--- src/rtl/fft_stage_sequencer_if.sv ---
// fft_stage_sequencer_if: handshake and address bus between the FFT sequencer and its RAM/ROM/butterfly clients.
interface fft_stage_sequencer_if #(
   parameter int LOGN = 3
);
   localparam int SW = $clog2(LOGN);
   logic            start, bfly_ready, issue_valid, wr_en, busy, done;
   logic [LOGN-1:0] addr_a, addr_b, wr_addr_a, wr_addr_b;
   logic [LOGN-2:0] tw_addr;
   logic [SW-1:0]   stage;
   modport master (
      input  start, bfly_ready,
      output issue_valid, addr_a, addr_b, tw_addr, wr_en, wr_addr_a, wr_addr_b, stage, busy, done
   );
   modport slave (
      output start, bfly_ready,
      input  issue_valid, addr_a, addr_b, tw_addr, wr_en, wr_addr_a, wr_addr_b, stage, busy, done
   );
endinterface

--- src/rtl/fft_stage_sequencer.sv ---
// fft_stage_sequencer: stage-by-stage address/handshake sequencer for an in-place radix-2 DIT FFT.
module fft_stage_sequencer #(
   parameter int LOGN = 3,
   parameter int LAT  = 2
) (
   input logic                   clk,
   input logic                   Rst,
   fft_stage_sequencer_if.master bus
);
   localparam int SW = $clog2(LOGN);
   typedef enum logic [1:0] {IDLE, ISSUE, DRAIN, DONE} state_t;
   state_t          state;
   logic [LOGN-2:0] k, k_nx;
   logic [SW-1:0]   stage, s_nx;
   logic [LOGN-1:0] kw, span, pos, a_nx, b_nx;
   logic [LOGN-2:0] tw_nx;
   logic [LAT-1:0]  vld;
   logic [LOGN-1:0] pa [LAT];
   logic [LOGN-1:0] pb [LAT];
   logic            acc, drained, load;
   // Operands of the butterfly that will be presented on the next issue cycle.
   always_comb begin
      k_nx    = (state == ISSUE) ? k + 1'b1 : '0;
      s_nx    = (state == DRAIN) ? stage + 1'b1 : (state == ISSUE) ? stage : '0;
      kw      = LOGN'(k_nx);
      span    = LOGN'(1) << s_nx;
      pos     = kw & (span - 1'b1);
      a_nx    = (((kw >> s_nx) << s_nx) << 1) | pos;
      b_nx    = a_nx + span;
      tw_nx   = (LOGN-1)'(pos << (LOGN - 1 - int'(s_nx)));
      acc     = bus.issue_valid & bus.bfly_ready;
      drained = (vld >> 1) == '0;
      load    = (state == IDLE && bus.start) || (state == ISSUE && acc && !(&k)) ||
                (state == DRAIN && drained && stage != SW'(LOGN - 1));
   end
   always_ff @(posedge clk or posedge Rst) begin
      if (Rst) begin
         state           <= IDLE;
         k               <= '0;
         stage           <= '0;
         bus.issue_valid <= 1'b0;
         bus.busy        <= 1'b0;
         bus.done        <= 1'b0;
         bus.addr_a      <= '0;
         bus.addr_b      <= '0;
         bus.tw_addr     <= '0;
      end else begin
         bus.done <= 1'b0;
         if (load) begin
            state           <= ISSUE;
            k               <= k_nx;
            stage           <= s_nx;
            bus.issue_valid <= 1'b1;
            bus.busy        <= 1'b1;
            bus.addr_a      <= a_nx;
            bus.addr_b      <= b_nx;
            bus.tw_addr     <= tw_nx;
         end else if (state == ISSUE && acc) begin
            state           <= DRAIN;
            bus.issue_valid <= 1'b0;
         end else if (state == DRAIN && drained) begin
            state    <= DONE;
            bus.busy <= 1'b0;
            bus.done <= 1'b1;
         end else if (state == DONE) begin
            state <= IDLE;
            stage <= '0;
         end
      end
   end
   // Write-back pipeline runs freely; entries enter at the top and retire from index 0.
   always_ff @(posedge clk or posedge Rst) begin
      if (Rst) begin
         vld <= '0;
         for (int i = 0; i < LAT; i++) begin
            pa[i] <= '0;
            pb[i] <= '0;
         end
      end else begin
         vld <= (vld >> 1) | (LAT'(acc) << (LAT - 1));
         for (int i = 0; i < LAT - 1; i++) begin
            pa[i] <= pa[i+1];
            pb[i] <= pb[i+1];
         end
         pa[LAT-1] <= bus.addr_a;
         pb[LAT-1] <= bus.addr_b;
      end
   end
   assign bus.stage     = stage;
   assign bus.wr_en     = vld[0];
   assign bus.wr_addr_a = pa[0];
   assign bus.wr_addr_b = pb[0];
endmodule

--- src/flat_wrapper.sv ---
// flat-port wrapper written by rule: the top's interface ports become plain ports
module fft_stage_sequencer_flat 
#(
   parameter int LOGN = 3,
   parameter int LAT  = 2
)
  (clk, Rst, bus_start, bus_bfly_ready, bus_issue_valid, bus_addr_a, bus_addr_b, bus_tw_addr, bus_wr_en, bus_wr_addr_a, bus_wr_addr_b, bus_stage, bus_busy, bus_done);
  fft_stage_sequencer_if #(.LOGN(LOGN)) bus_i ();
  input logic clk;
  input logic Rst;
  input wire logic [$bits(bus_i.start)-1:0] bus_start;
  input wire logic [$bits(bus_i.bfly_ready)-1:0] bus_bfly_ready;
  output wire logic [$bits(bus_i.issue_valid)-1:0] bus_issue_valid;
  output wire logic [$bits(bus_i.addr_a)-1:0] bus_addr_a;
  output wire logic [$bits(bus_i.addr_b)-1:0] bus_addr_b;
  output wire logic [$bits(bus_i.tw_addr)-1:0] bus_tw_addr;
  output wire logic [$bits(bus_i.wr_en)-1:0] bus_wr_en;
  output wire logic [$bits(bus_i.wr_addr_a)-1:0] bus_wr_addr_a;
  output wire logic [$bits(bus_i.wr_addr_b)-1:0] bus_wr_addr_b;
  output wire logic [$bits(bus_i.stage)-1:0] bus_stage;
  output wire logic [$bits(bus_i.busy)-1:0] bus_busy;
  output wire logic [$bits(bus_i.done)-1:0] bus_done;
  assign bus_i.start = bus_start;
  assign bus_i.bfly_ready = bus_bfly_ready;
  assign bus_issue_valid = bus_i.issue_valid;
  assign bus_addr_a = bus_i.addr_a;
  assign bus_addr_b = bus_i.addr_b;
  assign bus_tw_addr = bus_i.tw_addr;
  assign bus_wr_en = bus_i.wr_en;
  assign bus_wr_addr_a = bus_i.wr_addr_a;
  assign bus_wr_addr_b = bus_i.wr_addr_b;
  assign bus_stage = bus_i.stage;
  assign bus_busy = bus_i.busy;
  assign bus_done = bus_i.done;
  fft_stage_sequencer #(.LOGN(LOGN), .LAT(LAT)) u_core (.clk(clk), .Rst(Rst), .bus(bus_i));
endmodule
--- config.mk ---
export PLATFORM = sky130hd
export DESIGN_NAME = fft_stage_sequencer_flat
export DESIGN_NICKNAME = d
export VERILOG_FILES = /design/src/rtl/fft_stage_sequencer_if.sv /design/src/rtl/fft_stage_sequencer.sv /design/src/flat_wrapper.sv
export SDC_FILE = /design/constraint.sdc
export NUM_CORES = 1
export LEC_CHECK = 0
export BUFFER_PORTS_ARGS = -buffer_cell sky130_fd_sc_hd__buf_4
export CORE_UTILIZATION = 53
export DETAILED_ROUTE_END_ITERATION = 10
export PLACE_DENSITY = 0.8
export SYNTH_ARGS = -nofsm -noshare
export SYNTH_HDL_FRONTEND = slang
export SYNTH_SLANG_ARGS = --single-unit
--- constraint.sdc ---
create_clock -name clk -period 2.5 [get_ports clk]
set_input_delay 0.375 -clock clk [delete_from_list [all_inputs] [get_ports clk]]
set_output_delay 0.375 -clock clk [all_outputs]
set_load 0.01 [all_outputs]
==> results.toml <==
[floorplan]
initial_core_util = 0.5828
die_h_um = 52.26
io-pin-count = 24
fp.dieW_um = 52.26
core-area_mm2 = 0.002297
die_area_mm2 = 0.002731
num_rows = 17

[timing]
hold_violations = 0
slew_violations = 0
min_period_over_period = 0.9471
maxSlewHeadroom = 0.7276
clock-skew-final_ns = 0.009017
worstMarginPinSlew_ns = 0.4077
final.setup.tns_ns = 0
timing.fmax_mhz = 422.3
final_critical_path_setup_slack_ns = 0.1323
post-route-min-period_ns = 2.368
finalSetupViolations = 0
rsz0062_at_grt = "false"

[power]
clock_power_share = 0.189
powerDensity_mw_per_mm2 = 1332
leakage_nw = 0.8105
fin_total_pwr_mw = 2.146
p_sw_mw = 0.7330
share_seq_of_total_power = 0.377
max_rail_drop_vdd_uv = 899.2
power.combinational.fraction = 0.434
internal_power_mw = 1.413
netSwitchingFraction = 0.3415

[clock_tree]
clock_tree_from_tritoncts = "yes"
h-tree-depth = 2
cts_hold_buffers = 0
ctsRootBufferMaster = "sky130_fd_sc_hd__clkbuf_4"
cts_setup_buffers = 0
worst_skew_pair.late_latency_ns = 0.33
cts.sink_count = 31
clk_pin_slew_ns = 0.10
clockBufferDepth = 2
tritoncts.num_buffers = 5

[global_routing]
grt_use_total = 0.2071
first_pass_grt_wire_length_um = 3774
grt_start_max_net_pins = 32
grt_antenna_before_repair = 0
grt_pass1_vias = 831
global_route_overflow = 0

[hold_path]
hold_class = "primary input to asynchronous set/reset pin"

[worst_setup_path]
required_ns = 2.73
timing.critical_path.fanout_max = 6
critPathKind = "flip-flop to flip-flop"
cp-end-kind = "flip-flop"
critical_path.startpoint_type = "flip-flop"
arrival_ns = 2.59

[yosys]
mappedNetlistArea_mm2 = 0.001339
area_contributors_post_synth = "sky130_fd_sc_hd__dfrtp_1 58%, sky130_fd_sc_hd__mux2_4 5.6%, sky130_fd_sc_hd__ha_1 4.7%"
postSynthCellCount = 103
syn_area_per_cell_um2 = 13.00
yosysSeqAreaShare = 0.5794
synth_top_cell_by_area = "sky130_fd_sc_hd__dfrtp_1"
postSynthRegisterBits = 31
yosysTopAreaCellShare = 0.5794
post_synth_num_cell_types = 33
yosys_warnings = 0
postSynthNetCount = 112

[placement]
hpwlAfterDp_um = 1680
port_buffers = 23
preCtsSetupSlack_ns = 0.1131
globalplace.congestion = 0.7754
cell_area_reported_after_detailed_placement_mm2 = 0.001513

[final_layout]
antenna_cells_inserted = 0
areaGrowthSynthToFinish_pct = 20.37
num-nets-final = 137
post_route_cells_drive_above_1_share = 0.3721
finish.instance_area_mm2 = 0.001612
num-fill-cells = 172

[route]
antenna_violating_nets_post_route = 0
routedWlPerCell_um = 14.71
drt_first_iter_violations = 12
drt_wl_total_um = 2310
remaining_drc_errors = 0
drt-vias-per-instance = 5.357
firstDrtPassIters = 4
vias = 841

[flow_run]
count_of_max_cap_constraint_violations = 0

[status]
status = "finished, final reports clean"
metrics by stage:
stage	util	instances	hold WS (ns)
final	0.7015	157	0.1053
after global routing	0.7015	157	0.1150
after CTS	0.6961	157	0.1189
after detailed placement	0.6585	149	0.3362
after global placement	0.6585	149	0.3328
after floorplan	-	103	0.3312
cells in the final DEF (no fill, tap or decap), types with 2 or more instances in the layout:
cell type,Yosys,routed
sky130_fd_sc_hd__mux2_2,3,3
sky130_fd_sc_hd__ha_1,5,5
sky130_fd_sc_hd__clkbuf_4,0,5
sky130_fd_sc_hd__a21o_1,2,2
sky130_fd_sc_hd__dfrtp_1,31,31
sky130_fd_sc_hd__buf_4,6,28
sky130_fd_sc_hd__mux2i_1,3,3
sky130_fd_sc_hd__mux2_4,5,5
sky130_fd_sc_hd__nand2_1,6,6
sky130_fd_sc_hd__nor3b_1,2,2
sky130_fd_sc_hd__a21oi_1,2,2
sky130_fd_sc_hd__nor4bb_1,2,2
sky130_fd_sc_hd__o21ai_0,2,2
sky130_fd_sc_hd__nand3_1,2,2
sky130_fd_sc_hd__nor2_1,2,2
sky130_fd_sc_hd__inv_1,7,7
sky130_fd_sc_hd__nand2b_1,4,4
Yosys cell counts:
master,number
sky130_fd_sc_hd__dfrtp_1,31
sky130_fd_sc_hd__inv_1,7
sky130_fd_sc_hd__buf_4,6
sky130_fd_sc_hd__nand2_1,6
sky130_fd_sc_hd__ha_1,5
sky130_fd_sc_hd__mux2_4,5
sky130_fd_sc_hd__nand2b_1,4
sky130_fd_sc_hd__buf_2,3
sky130_fd_sc_hd__mux2_2,3
sky130_fd_sc_hd__mux2i_1,3
sky130_fd_sc_hd__a21o_1,2
sky130_fd_sc_hd__a21oi_1,2
sky130_fd_sc_hd__nand3_1,2
sky130_fd_sc_hd__nor2_1,2
sky130_fd_sc_hd__nor3b_1,2
sky130_fd_sc_hd__nor4bb_1,2
sky130_fd_sc_hd__o21ai_0,2
sky130_fd_sc_hd__a21boi_0,1
sky130_fd_sc_hd__a21oi_2,1
sky130_fd_sc_hd__a2bb2oi_1,1
sky130_fd_sc_hd__a32o_1,1
sky130_fd_sc_hd__and2_1,1
sky130_fd_sc_hd__buf_6,1
sky130_fd_sc_hd__nand3b_1,1
sky130_fd_sc_hd__nand4_1,1
sky130_fd_sc_hd__nor2b_1,1
sky130_fd_sc_hd__nor4b_1,1
sky130_fd_sc_hd__o21ba_4,1
sky130_fd_sc_hd__o21bai_1,1
sky130_fd_sc_hd__o311ai_0,1
sky130_fd_sc_hd__or3b_1,1
sky130_fd_sc_hd__xnor2_1,1
sky130_fd_sc_hd__xor2_1,1
path summary, 6_finish.rpt:
| check | start | to | slack, ns | cells past startpoint |
|---|---|---|---|---|
| worst max-delay path | u_core.bus.stage[0] | u_core.bus.addr_b[1] | 0.13 | 8 |
| worst min-delay path | Rst | u_core.bus.wr_addr_a[2] | 0.11 | 3 |
| worst max register to register | u_core.bus.stage[0] | u_core.bus.addr_b[1] | 0.13 | 8 |
| worst min register to register | u_core.pa[2] | u_core.bus.wr_addr_a[2] | 0.36 | 0 |
| max in group asynchronous | Rst | u_core.state[0] | 2.10 | 3 |
| min in group clk | bus_bfly_ready | u_core.vld[1] | 0.32 | 2 |
power groups by stage:
| stage | Combinational [mW] | Clock, mW | Sequential (mW) |
|---|---|---|---|
| 3_3_place_gp | 0.885 | 0 | 0.801 |
| 4_1_cts | 0.921 | 0.416 | 0.806 |
| 6_report | 0.932 | 0.405 | 0.809 |
| 2_1_floorplan | 0.695 | 0 | 0.787 |
| 3_5_place_dp | 0.920 | 0 | 0.815 |
| 5_1_grt | 1.01 | 0.437 | 0.839 |
worst max-delay path: stages (launching register included):
cell	delay [ns]
sky130_fd_sc_hd__dfrtp_1	0.49
sky130_fd_sc_hd__inv_1	0.14
sky130_fd_sc_hd__ha_1	0.33
sky130_fd_sc_hd__a2bb2oi_2	0.19
sky130_fd_sc_hd__ha_1	0.25
sky130_fd_sc_hd__xnor2_1	0.16
sky130_fd_sc_hd__a32o_1	0.28
sky130_fd_sc_hd__xor2_1	0.15
sky130_fd_sc_hd__mux2_4	0.26
metal layers:
metal	vias to the layer above	share of wire	track usage
met2	34	0.49	0.3397
met4	0	0.019	0.09211
li1	392	-	-
met1	407	0.43	0.2286
met5	-	0	0
met3	8	0.065	0.09565
state kept, by name (all words and copies together), names as in the netlist:
register and cells:
u_core.bus.addr_a 3, u_core.bus.addr_b 3, u_core.bus.wr_addr_a 3, u_core.bus.wr_addr_b 3
u_core.pa 3, u_core.pb 3, u_core.bus.stage 2, u_core.bus.tw_addr 2
u_core.k 2, u_core.state 2, u_core.vld 2, u_core.bus.busy 1
u_core.bus.done 1, u_core.bus.issue_valid 1
logic make-up (layout without fill, tap and decap cells):
kind of cell               Yosys count  in the layout  synth area share
DFF                                 31             31            0.5794
and+or+nand+nor                     24             24            0.1075
buffers and inverters               17             43           0.07289
AOI/OAI and AO/OA                   13             13           0.07664
muxes                               11             11            0.1037
adders and majority gates            5              5           0.04673
xor gates and xnor gates             2              2           0.01309
layout make-up:
type	instances	area, um2	share of cell area
clock inverter	2	35.03	0.02174
clock buffer	6	51.30	0.03183
timing repair buffer	28	210.2	0.1304
sequential	31	775.7	0.4814
multi-input combinational	55	478.0	0.2966
inverter	7	26.28	0.01630
tap	28	35.03	0.02174
timing repair:
item                                    in CTS  in global routing
gates resized for setup                      0                  2
endpoints found under the hold margin        0                  0
endpoints found under the setup margin       0                  2
No activity file was read; power rests on OpenSTA's default activity.
